[src/rtl/display_pkg.sv]
// Shared types and glyph table for the 7-segment loopback decoder.
// Glyphs are active-low, bit 6 = segment a down to bit 0 = segment g.
package display_pkg;

    typedef struct packed {
        logic       en;
        logic [3:0] value;
        logic       dp;
    } digit_t;

    localparam logic [6:0] SEG_BLANK = 7'h7F;

    localparam logic [6:0] GLYPH [16] = '{
        7'h01, 7'h4F, 7'h12, 7'h06,
        7'h4C, 7'h24, 7'h20, 7'h0F,
        7'h00, 7'h04, 7'h08, 7'h60,
        7'h31, 7'h42, 7'h30, 7'h38
    };

    function automatic logic [3:0] count_low(input logic [7:0] v);
        logic [3:0] n;
        n = '0;
        for (int i = 0; i < 8; i++) begin
            if (!v[i]) n = n + 4'd1;
        end
        return n;
    endfunction

endpackage

[src/rtl/seg7_to_hex.sv]
// Combinational reverse lookup of an active-low 7-segment pattern.
// valid = one of the 16 hex glyphs, blank = all segments off.
module seg7_to_hex
    import display_pkg::*;
(
    input  logic [6:0] seg_i,
    output logic       valid_o,
    output logic       blank_o,
    output logic [3:0] value_o
);

    // search the glyph table; no match leaves valid low
    always_comb begin
        valid_o = 1'b0;
        value_o = 4'd0;
        for (int i = 0; i < 16; i++) begin
            if (seg_i == GLYPH[i]) begin
                valid_o = 1'b1;
                value_o = 4'(i);
            end
        end
    end

    assign blank_o = (seg_i == SEG_BLANK);

endmodule

[src/rtl/display_decoder.sv]
// Rebuilds the eight digit words from multiplexed anode/segment lines.
// Define DISPLAY_DECODER_ERR_EN to add the sticky err output.
module display_decoder
    import display_pkg::*;
#(
    parameter int unsigned SETTLE  = 4,
    parameter int unsigned TIMEOUT = 400000
) (
    input  logic       clock,
    input  logic       reset,
    input  logic [7:0] an,
    input  logic [7:0] dec_ddp,
    output logic [5:0] d1,
    output logic [5:0] d2,
    output logic [5:0] d3,
    output logic [5:0] d4,
    output logic [5:0] d5,
    output logic [5:0] d6,
    output logic [5:0] d7,
    output logic [5:0] d8,
    output logic       frame_valid
`ifdef DISPLAY_DECODER_ERR_EN
    ,
    output logic       err
`endif
);

    localparam int unsigned   TW       = $clog2(TIMEOUT + 1);
    localparam logic [7:0]    SETTLE_C = 8'(SETTLE);
    localparam logic [TW-1:0] TMO_C    = TW'(TIMEOUT);

    logic [7:0]    s_an_q;
    logic [7:0]    s_seg_q;
    logic [15:0]   prev_q;
    logic [7:0]    cnt_q, cnt_d;
    logic          hit_q, hit_d;
    digit_t        dig_q [8];
    digit_t        dig_d [8];
    logic [TW-1:0] tmo_q [8];
    logic [TW-1:0] tmo_d [8];
    logic [7:0]    mask_q, mask_d;
    logic          fv_q, fv_d;

    logic [7:0] cap_an;
    logic [7:0] cap_seg;
    logic [3:0] lows_w;
    logic       valid_w, blank_w;
    logic [3:0] value_w;
    logic       upd_w;
    digit_t     new_w;

    // prev_q holds the settled sample when hit_q fires, so decode it
    assign cap_an  = prev_q[15:8];
    assign cap_seg = prev_q[7:0];
    assign lows_w  = count_low(cap_an);

    seg7_to_hex u_dec (
        .seg_i   (cap_seg[7:1]),
        .valid_o (valid_w),
        .blank_o (blank_w),
        .value_o (value_w)
    );

    assign upd_w = hit_q && (lows_w == 4'd1) && (valid_w || blank_w);
    assign new_w = {valid_w, value_w, ~cap_seg[0]};

    // input registers, stability counter and capture strobe
    always_ff @(posedge clock) begin
        if (reset) begin
            s_an_q  <= '1;
            s_seg_q <= '1;
            prev_q  <= '1;
            cnt_q   <= '0;
            hit_q   <= 1'b0;
        end else begin
            s_an_q  <= an;
            s_seg_q <= dec_ddp;
            prev_q  <= {s_an_q, s_seg_q};
            cnt_q   <= cnt_d;
            hit_q   <= hit_d;
        end
    end

    // count identical samples; strobe once when SETTLE is first reached
    always_comb begin
        if ({s_an_q, s_seg_q} != prev_q) begin
            cnt_d = 8'd1;
        end else if (cnt_q == SETTLE_C) begin
            cnt_d = cnt_q;
        end else begin
            cnt_d = cnt_q + 8'd1;
        end
        hit_d = (cnt_d == SETTLE_C) && (cnt_q != SETTLE_C);
    end

    // digit words, timeout counters and frame mask state
    always_ff @(posedge clock) begin
        if (reset) begin
            for (int i = 0; i < 8; i++) begin
                dig_q[i] <= '0;
                tmo_q[i] <= '0;
            end
            mask_q <= '0;
            fv_q   <= 1'b0;
        end else begin
            for (int i = 0; i < 8; i++) begin
                dig_q[i] <= dig_d[i];
                tmo_q[i] <= tmo_d[i];
            end
            mask_q <= mask_d;
            fv_q   <= fv_d;
        end
    end

    // timeout blanking first, then a capture overrides it
    always_comb begin
        logic [7:0] hit_bits;
        hit_bits = '0;
        fv_d     = 1'b0;
        for (int i = 0; i < 8; i++) begin
            dig_d[i] = dig_q[i];
            if (tmo_q[i] == TMO_C) begin
                tmo_d[i] = tmo_q[i];
                dig_d[i] = '0;
            end else begin
                tmo_d[i] = tmo_q[i] + TW'(1);
            end
            if (upd_w && !cap_an[7-i]) begin
                dig_d[i]    = new_w;
                tmo_d[i]    = '0;
                hit_bits[i] = 1'b1;
            end
        end
        if ((mask_q | hit_bits) == 8'hFF) begin
            fv_d   = 1'b1;
            mask_d = '0;
        end else begin
            mask_d = mask_q | hit_bits;
        end
    end

    assign d1 = dig_q[0];
    assign d2 = dig_q[1];
    assign d3 = dig_q[2];
    assign d4 = dig_q[3];
    assign d5 = dig_q[4];
    assign d6 = dig_q[5];
    assign d7 = dig_q[6];
    assign d8 = dig_q[7];
    assign frame_valid = fv_q;

`ifdef DISPLAY_DECODER_ERR_EN
    logic err_q;
    logic bad_w;

    assign bad_w = hit_q && ((lows_w > 4'd1) ||
                   ((lows_w == 4'd1) && !valid_w && !blank_w));

    // sticky error flag, cleared only by reset
    always_ff @(posedge clock) begin
        if (reset) begin
            err_q <= 1'b0;
        end else begin
            err_q <= err_q | bad_w;
        end
    end

    assign err = err_q;
`endif

endmodule
[config.mk]
export PLATFORM = sky130hd
export DESIGN_NAME = display_decoder
export DESIGN_NICKNAME = d
export VERILOG_FILES = /design/src/rtl/display_pkg.sv /design/src/rtl/seg7_to_hex.sv /design/src/rtl/display_decoder.sv
export SDC_FILE = /design/constraint.sdc
export NUM_CORES = 1
export LEC_CHECK = 0
export ABC_AREA = 1
export CAP_MARGIN = 20
export CORE_MARGIN = 1.5
export CORE_UTILIZATION = 64
export DETAILED_ROUTE_END_ITERATION = 7
export MAX_ROUTING_LAYER = met4
export PLACE_DENSITY = 0.87
export SLEW_MARGIN = 5
export SYNTH_ARGS = -nofsm -noshare
export SYNTH_HDL_FRONTEND = slang
export SYNTH_SLANG_ARGS = --single-unit
[constraint.sdc]
create_clock -name clock -period 7.4 [get_ports clock]
set_input_delay 0.74 -clock clock [delete_from_list [all_inputs] [get_ports clock]]
set_output_delay 0.74 -clock clock [all_outputs]
set_load 0.05 [all_outputs]
# Yosys cells after proc, flatten, opt, wreduce, memory -nomap -nowiden
# Memories as Yosys holds them, arrays and structs flattened.
# Cells that the tools add are included.
# W data, S select, Z words.
# totals
reg_bits,50
ramBits,200
in_bits,18
output_inout_bits,49
mem_count,2
# op_classes
addsub,16
n_eq_ne,30
n_mux,101
bitwise,18
n_reduce_logical,22
# memory_table
memory,words,width,read_ports,rd_ports_with_merged_regs,wr,line_no,source
tmo_q,8,19,8,0,8,display_decoder.sv:39,logic [TW-1:0] tmo_q [8];
dig_q,8,6,8,0,8,display_decoder.sv:37,digit_t dig_q [8];
# ops
cell,n
$mux W19,24
$add A19 B1 Y19 const B,8
$eq A19 B19 Y1 const B,8
$mux W6,24
$mux W4,15
$eq A7 B6 Y1 const B,5
$eq A7 B7 Y1 const B,5
$mux W1,30
$add A4 B1 Y4 const B,7
$eq A8 B3 Y1 const B,2
$mux W8,2
$ne A16 B16 Y1,1
$or A1 B1 Y1,16
$eq A7 B3 Y1 const B,2
$eq A7 B4 Y1 const B,2
$mux W3,4
$logic_and A1 B1 Y1,11
$add A8 B1 Y8 const B,1
$eq A8 B8 Y1 const B,1
$logic_not A1 Y1,8
$ne A8 B3 Y1 const B,1
$or A8 B8 Y8,1
$eq A7 B1 Y1 const B,1
$eq A7 B5 Y1 const B,1
6 further kinds,7

# Longest topological paths before layout
# Gate-level depths: netlist (run 1).
# depth
depth_word,24
ltp_mapped,32
mapped_depth_nobuf,32

# Hierarchy
# Synthesis (run 1) repeated with hierarchy kept, for this count alone.
# hier_totals
hier_cells,1599
area_unflattened_um2,11762.5
# modules_own_cells
module,instances,cells_each,area_per_inst_um2,seq_area_each_um2
display_decoder,1,1534,11428.5,5004.8
seg7_to_hex,1,65,334.1,0.0

# Worst setup path before layout (run 1)
# Ideal clock, no wire load.
# synth_timing
path_type,register to register
from,register prev_q[8]
to,register mask_q[0]
t_arrival_ns,4.317
t_required_ns,7.286
path_slack_ns,2.969
path_stages_with_launch,31
path_buffers,0
cell_sequence,dfxtp_1 -> inv_1 -> ha_1 -> inv_1 -> nand2_2 -> nand2_2 -> ha_1 -> nand2_1 -> nand2_1 -> ha_1 -> or2_2 -> nand2_1 -> inv_1 -> ha_1 -> nand2_1 -> nand2_1 -> ha_1 -> or2_2 -> nand2_1 -> inv_1 -> ha_1 -> a21oi_2 -> nand2_1 -> nand2_4 -> nand4_1 -> nand2_1 -> nand2_1 -> nor2_1 -> nand2_1 -> nand2_4 -> nor2_2
# synth_via
elab_chain_cells,23
word_cells_on_any_way,38
cone_classes,7 x add/sub; 2 x eq/ne; 16 x mux; 1 x bitwise; 12 x reduce/logical
# synth_lines
item,line_no,source
"start, declared",display_decoder.sv:34,logic [15:0] prev_q;
"start signal, assigned",display_decoder.sv:78,"prev_q <= {s_an_q, s_seg_q};"
$mux W1,display_pkg.sv:24,if (!v[i]) n = n + 4'd1;
$add A4 B1 Y4,display_pkg.sv:24,
$mux W4,display_pkg.sv:24,
$add A4 B1 Y4,display_pkg.sv:24,
$mux W4,display_pkg.sv:24,
$add A4 B1 Y4,display_pkg.sv:24,
$mux W4,display_pkg.sv:24,
$add A4 B1 Y4,display_pkg.sv:24,
[6 not listed],n/a,
$mux W4,display_pkg.sv:24,
$eq A4 B1 Y1,display_decoder.sv:64,assign upd_w = hit_q && (lows_w == 4'd1) && (valid_w || blank_w);
$logic_and A1 B1 Y1 (2 in series),display_decoder.sv:64,
$logic_and A1 B1 Y1,display_decoder.sv:128,if (upd_w && !cap_an[7-i]) begin
$mux W1,display_decoder.sv:128,
$or A8 B8 Y8 (*),"display_decoder.sv:134, display_decoder.sv:138",
$eq A8 B8 Y1,display_decoder.sv:134,if ((mask_q | hit_bits) == 8'hFF) begin
$reduce_or A2 Y1 (no source line),n/a,
"end signal, assigned",display_decoder.sv:110,mask_q <= mask_d;
"end, declared",display_decoder.sv:41,"logic [7:0] mask_q, mask_d;"
# Every way passes the cells marked *; elsewhere a longest branch is shown, timed or not.
# A chain may end at the register's enable or synchronous reset.

==> results of run 1 <==
[flip-flops by register name, indices dropped and copies added, names as in the netlist]
signal,flops
hit_q,1
dig_q,48
s_seg_q,8
mask_q,8
frame_valid,1
tmo_q,152
cnt_q,8
prev_q,16
s_an_q,8
[worst max path at each step]
stage,slack [ns],from,endpoint,cells after the start
global placement,2.56,prev_q[8],tmo_q[1][31],27
detailed placement,2.40,prev_q[8],tmo_q[1][31],27
CTS,2.32,prev_q[8],tmo_q[1][31],27
global route,1.94,prev_q[8],tmo_q[1][31],27
finish,2.26,prev_q[8],tmo_q[1][31],27
floorplan,2.97,prev_q[8],mask_q[0],30
[layout make-up]
type	count	area [um2]
Clock buffer	40	763
Clock inverter	8	108
Fill cell	1264	4220
Inverter	204	771
Multi-Input combinational cell	1093	5650
Sequential cell	250	5000
Tap cell	225	282
Timing Repair Buffer	69	678
[logic make-up after synthesis]
| logic type | synth area share (%) |
|---|---|
| DFF | 43.3 |
| adders and majority gates | 2.71 |
| AOI/OAI and AO/OA | 5.96 |
| muxes | 0.173 |
| and+or+nand+nor | 33.8 |
| xor gates and xnor gates | 6.29 |
| buffers and inverters | 7.71 |
[report_power, final]
group          total (mW)  leakage, nW  internal (mW)  switching (mW)
combinational       0.130         2.60         0.0478          0.0821
sequential           1.38         2.03           1.37          0.0184
clock                1.31        0.430          0.782           0.527
total                2.82         5.06           2.20           0.628
[layout by cell type (no fill, tap or decap), types with 11 or more instances in the layout]
master and instances:
nor3b_1 24, nand2_1 350, xor2_1 54, dfxtp_1 250, nor3_1 63, ha_1 25
clkdlybuf4s50_1 65, nor4_1 25, nor2_2 13, nand4_1 42, clkbuf_16 26, nand2_2 11
inv_1 198, a21oi_1 110, or2_2 43, xnor2_1 29, nand3_1 78, nor2_1 187
[routing by layer]
layer	share of wire, %	up-vias
met3	4.8	59
met4	2.9	0
met2	49	254
met1	43	4617
li1	-	5178
met5	0	-
[worst reg2reg max path, delay by kind of cell (launching register included)]
kind	cells	cell delay (ns)
AOI/OAI and AO/OA	3	0.33
adders and majority gates	6	1.77
buffers and inverters	4	0.27
DFF	1	0.36
and+or+nand+nor	14	2.27
==> impl_results.md, run 1 <==
* Area Growth Syn to Fin at 14.8%
* Clock transition at path regs at 0.06 ns
* DIE HEIGHT at 137 um
* DP Area at 12,400 um2
* Critical Path AT at 5.55 ns
* Final Util at 75.9%
* Yosys reg bits at 250
* PortBufs at 66
* Detailed Route WL at 25.5 mm
* Largest cells by area after synthesis: dfxtp_1 (43%), nand2_1 (11%), inv_1 (6.4%)
* RSZ-0062 raised after global routing: no
* Final Cell Area at 13,300 um2
* Commonest cells in the netlist: nand2_1 (350), dfxtp_1 (250), inv_1 (198)
* Layout Cells excl Fill at 1,889
* CTS Sinks at 250
* Share of post-route cells with drive strength above 1 at 7.75%
* WS Path Type: register to register
* Hold Vio Cnt, Final at 0
* R2R Setup Slk at 2.26 ns
* Share of the synthesized area in the top cell type at 43.3%
* Vias in the first global route at 9,645
* # resized after CTS at 0
* Reg-to-reg startpoint: prev_q[8]
* Hold Startpoint: s_seg_q[2]
* Crit path buffers/inverters at 4
* Hold Slack at 0.454 ns
* Post-DRT Antenna Nets at 0
* Number of synthesized flops with an enable pin at 0
* Worst-Skew Late Latency at 0.54 ns
* Via density per instance at 5.35
* Cell taking the most area after synthesis: dfxtp_1
* CTS max path bufs at 3
* Starting Density at 66.1%
* Final period utilization at 69.4%
* Setup Viol. Count Final at 0
* RR Endpoint: tmo_q[1][31]
* Slew Limit Fails at 0
* Most frequent cell after synthesis: nand2_1
* Post-DP HPWL at 17.6 mm
* CTS tree: done
* I/O Pins at 67
* Hold/Removal Path Class: register to register
* Initial DRC count at 670
* Core area at 17,500 um2
* Hold path cells at 2
* Initial antenna violation count at 0
* Post-CTS setup buffer count at 0
* Mapped Area at 11,500 um2
* Met2 usage in global routing at 48.9%
* Number of max-cap violations at 0
* Worst Path Max Fanout at 19
* Top_reg_cell synth: dfxtp_1
* Startpoint types: register
* Worst r2r path cells at 27
* Global-route wire length before repair at 42.7 mm
* Pre-CTS WS at 2.40 ns
* Grt met3 use at 3.79%
* Die area at 18,900 um2
* Outcome: finished, final reports clean
* Num CTS Buffers at 26
* Die Wd at 137 um
* Sequential-to-total area share from yosys stat at 43.3%
* Cell mode on critical path: nand2_1
* Largest net degree at the start of global routing at 82
* Hold_buf cts at 0
* Nets@finish at 1,687
* Min setup slack post-route at 2.26 ns
* Setup TNS at 0 ns
* Diodes inserted at 0
* Max stage delay cell, worst path: nand2_1
* PnR Total Power at 2.82 mW
* Total Routing Usage GR at 28.5%
* Asr flop ratio synth at 0%
* Crit path largest cell delay at 0.55 ns
* H-tree level count at 1
* Pleak at 5.06 nW
* Routed length per instance at 13.5 um
* Via count at 10,100
* Pwr/cell area at 213 nW/um2
* Fin crit period at 5.14 ns
* CP endpoint kind: register
* Mapped Cells at 1,570
* Overflow left after global routing at 0
* Skew final at 0.0197 ns
* GRT busiest layer: met2
* Critical path required time at 7.82 ns
* Syn. warnings at 0
* Worst Hold End: prev_q[2]
* TritonRoute pass-1 iters at 6
* Max IR drop VDD at 0.000191 V
* Clock root buffer: clkbuf_16
* RD Place Congestion at 0.907
* Number of distinct library cells after synthesis at 40
* Placement Rows at 48
* Max_slew headroom at 37.7%
* Family with the most delay on the worst path: simple AND/OR/NAND/NOR gates
* Syn Nets at 1,613
* Least-Margin Pin Slew at 0.934 ns
* Remaining routing DRC violations at 0
* GR Layer Usage met1 at 34.4%
* Synth Area per Inst at 7.36 um2
* F_max at 195 MHz
* Placed cells at 1,841
Power figures use the tool's default switching activity.
==> run 2: changes to the inputs <==
Settings changed: CORE_UTILIZATION 64 to 54, PLACE_DENSITY 0.87 to 0.78.
Clock period 7.4 ns to 4.2 ns, I/O delays scaled along.
==> run 2 against run 1 <==
Net effect:
- the run now ends with negative setup slack left
- first-iteration DRC count fell by 25%
- critical path depth up 5
- utilization shrank 8.0 points
- total power grew 89%
- clock power rose by 98%
- maximum frequency rose by 22%
- critical path type unchanged
==> impl_results.md, run 2 (synthesized netlist as in run 1, its figures left out) <==
* Critical path required time at 4.66 ns (-3.16 ns)
* Crit path largest cell delay at 0.33 ns (-0.22 ns)
* Core area at 21,000 um2 (+20%)
* Clock root buffer: clkbuf_16
* RSZ-0062 raised after global routing: yes
* Family with the most delay on the worst path: buffers and inverters
* Worst Path Max Fanout at 8 (-11)
* Cell mode on critical path: buf_4
* Hold Vio Cnt, Final at 0 (unchanged)
* Die area at 22,300 um2 (+18%)
* Commonest non-fill, non-tap cell in the layout: nand2_1
* Critical path startpoint: prev_q[9]
* Overflow left after global routing at 0 (unchanged)
* Reg-to-reg startpoint: prev_q[9]
* Post-DP HPWL at 17.5 mm (-0.46%)
* Placement Rows at 53 (+10%)
* Largest net degree at the start of global routing at 81 (-1.2%)
* Max_slew headroom at 31.3% (-6.4 points)
* CTS Sinks at 250 (unchanged)
* Outcome: complete, but fails checks
* Max IR drop VDD at 0.000291 V (+52%)
* Routed length per instance at 13.2 um (-2.3%)
* CTS max path bufs at 3 (unchanged)
* Number of max-cap violations at 0 (unchanged)
* Num CTS Buffers at 26 (unchanged)
* Hold Startpoint: an[2]
* Remaining routing DRC violations at 0 (unchanged)
* H-tree level count at 1 (unchanged)
* WS Path Type: register to register
* Worst-Skew Late Latency at 0.53 ns (about the same)
* Total Routing Usage GR at 23.9% (-4.6 points)
* Setup TNS at -0.0268 ns (-0.0268 ns)
* DIE HEIGHT at 149 um (+8.7%)
* Die Wd at 149 um (+8.7%)
* Startpoint types: register
* Critical Path AT at 4.68 ns (-0.87 ns)
* Starting Density at 54.9% (-11 points)
* Least-Margin Pin Slew at 1.03 ns (+0.0952 ns)
* Final period utilization at 100% (+31 points)
* Failing checks: negative setup slack
* Pwr/cell area at 375 nW/um2 (+76%)
* Nets@finish at 1,740 (+3.1%)
* Initial antenna violation count at 0 (unchanged)
* Max reg flops at 152 (unchanged)
* Detailed Route WL at 26.3 mm (+3.0%)
* Skew final at 0.0125 ns (-0.00715 ns)
* Reg with most FFs: tmo_q
* CP endpoint kind: register
* Final Util at 67.8% (-8.0 points)
* Global-route wire length before repair at 43.1 mm (+0.79%)
* Slew Limit Fails at 0 (unchanged)
* DP Area at 12,800 um2 (+3.2%)
* I/O Pins at 67 (unchanged)
* PortBufs at 66 (unchanged)
* Vias in the first global route at 9,530 (-1.2%)
* Max stage delay cell, worst path: dfxtp_2
* Pleak at 5.43 nW (+7.3%)
* Post-DRT Antenna Nets at 0 (unchanged)
* Most frequent cells in the layout: nand2_1 (333), dfxtp_1 (248), nor2_1 (184), inv_1 (183), a21oi_1 (107)
* Fin crit period at 4.22 ns (-0.917 ns)
* Diodes inserted at 0 (unchanged)
* TritonRoute pass-1 iters at 5 (-1)
* Crit path buffers/inverters at 15 (+11)
* Share of post-route cells with drive strength above 1 at 13.9% (+6.2 points)
* RD Place Congestion at 0.855 (-5.7%)
* Regs by FF count: tmo_q: 152 flops, dig_q: 48 flops, prev_q: 16 flops
* Hold/Removal Path Class: input pin to register
* Clock transition at path regs at 0.06 ns (about the same)
* Area Growth Syn to Fin at 23.5%
* Min setup slack post-route at -0.0189 ns (-2.28 ns)
* Final Cell Area at 14,300 um2 (+7.5%)
* F_max at 237 MHz (+22%)
* Setup Viol. Count Final at 2 (+2)
* Filler Cell Count at 1,653 (+31%)
* Via density per instance at 5.18 (-3.2%)
* Initial DRC count at 504 (-25%)
* Via count at 10,300 (+2.1%)
* CTS tree: done
-- run 2: path summary, 6_finish.rpt --
path	to	slack, ns	cells after the start
max reg2reg	tmo_q[1][71]	-0.02	32
min	s_an_q[2]	0.45	2
max	tmo_q[1][71]	-0.02	32
min reg2reg	prev_q[12]	0.45	2
-- run 2: per-layer routing --
metal	part of all wire [%]	wire, um	global-route usage [%]	vias up
met5	0	0	-	-
met4	3.2	844	7.82	0
met3	4.4	1170	3.27	65
met2	48	12700	41.1	208
met1	44	11600	28.8	4754
li1	-	-	-	5290
-- run 2: metrics by stage --
step	hold WS [ns]	instances	power, mW	setup slack (ns)
final	0.448	1991	5.35	-0.0189
after global routing	0.455	1991	5.53	-0.159
after floorplan	0.417	1570	2.66	0.00326
after global placement	0.424	1918	2.73	-0.0837
after CTS	0.431	1984	5.36	0.00627
after detailed placement	0.435	1918	2.74	-0.289
-- run 2: final cells by class --
cell class / count / area (um2) / share of cell area (%)
Tap cell: 275 / 344 / 2.41
Sequential cell: 250 / 5010 / 35.1
Multi-Input combinational cell: 1093 / 5920 / 41.5
Clock inverter: 9 / 195 / 1.37
Timing Repair Buffer: 122 / 1230 / 8.60
Clock buffer: 38 / 777 / 5.45
Inverter: 204 / 790 / 5.54
-- run 2: what timing repair did --
item	in CTS	in global routing
setup buffers	19	8
gates resized for setup	24	45
setup endpoints to repair	209	209
hold buffers	0	0
pin swaps	25	31
gates cloned	0	3
-- run 2: power by group --
part,switching (mW),internal (mW),total (mW)
Clock,0.942,1.64,2.59
Sequential,0.0312,2.41,2.44
Combinational,0.178,0.146,0.323
Total,1.15,4.20,5.35
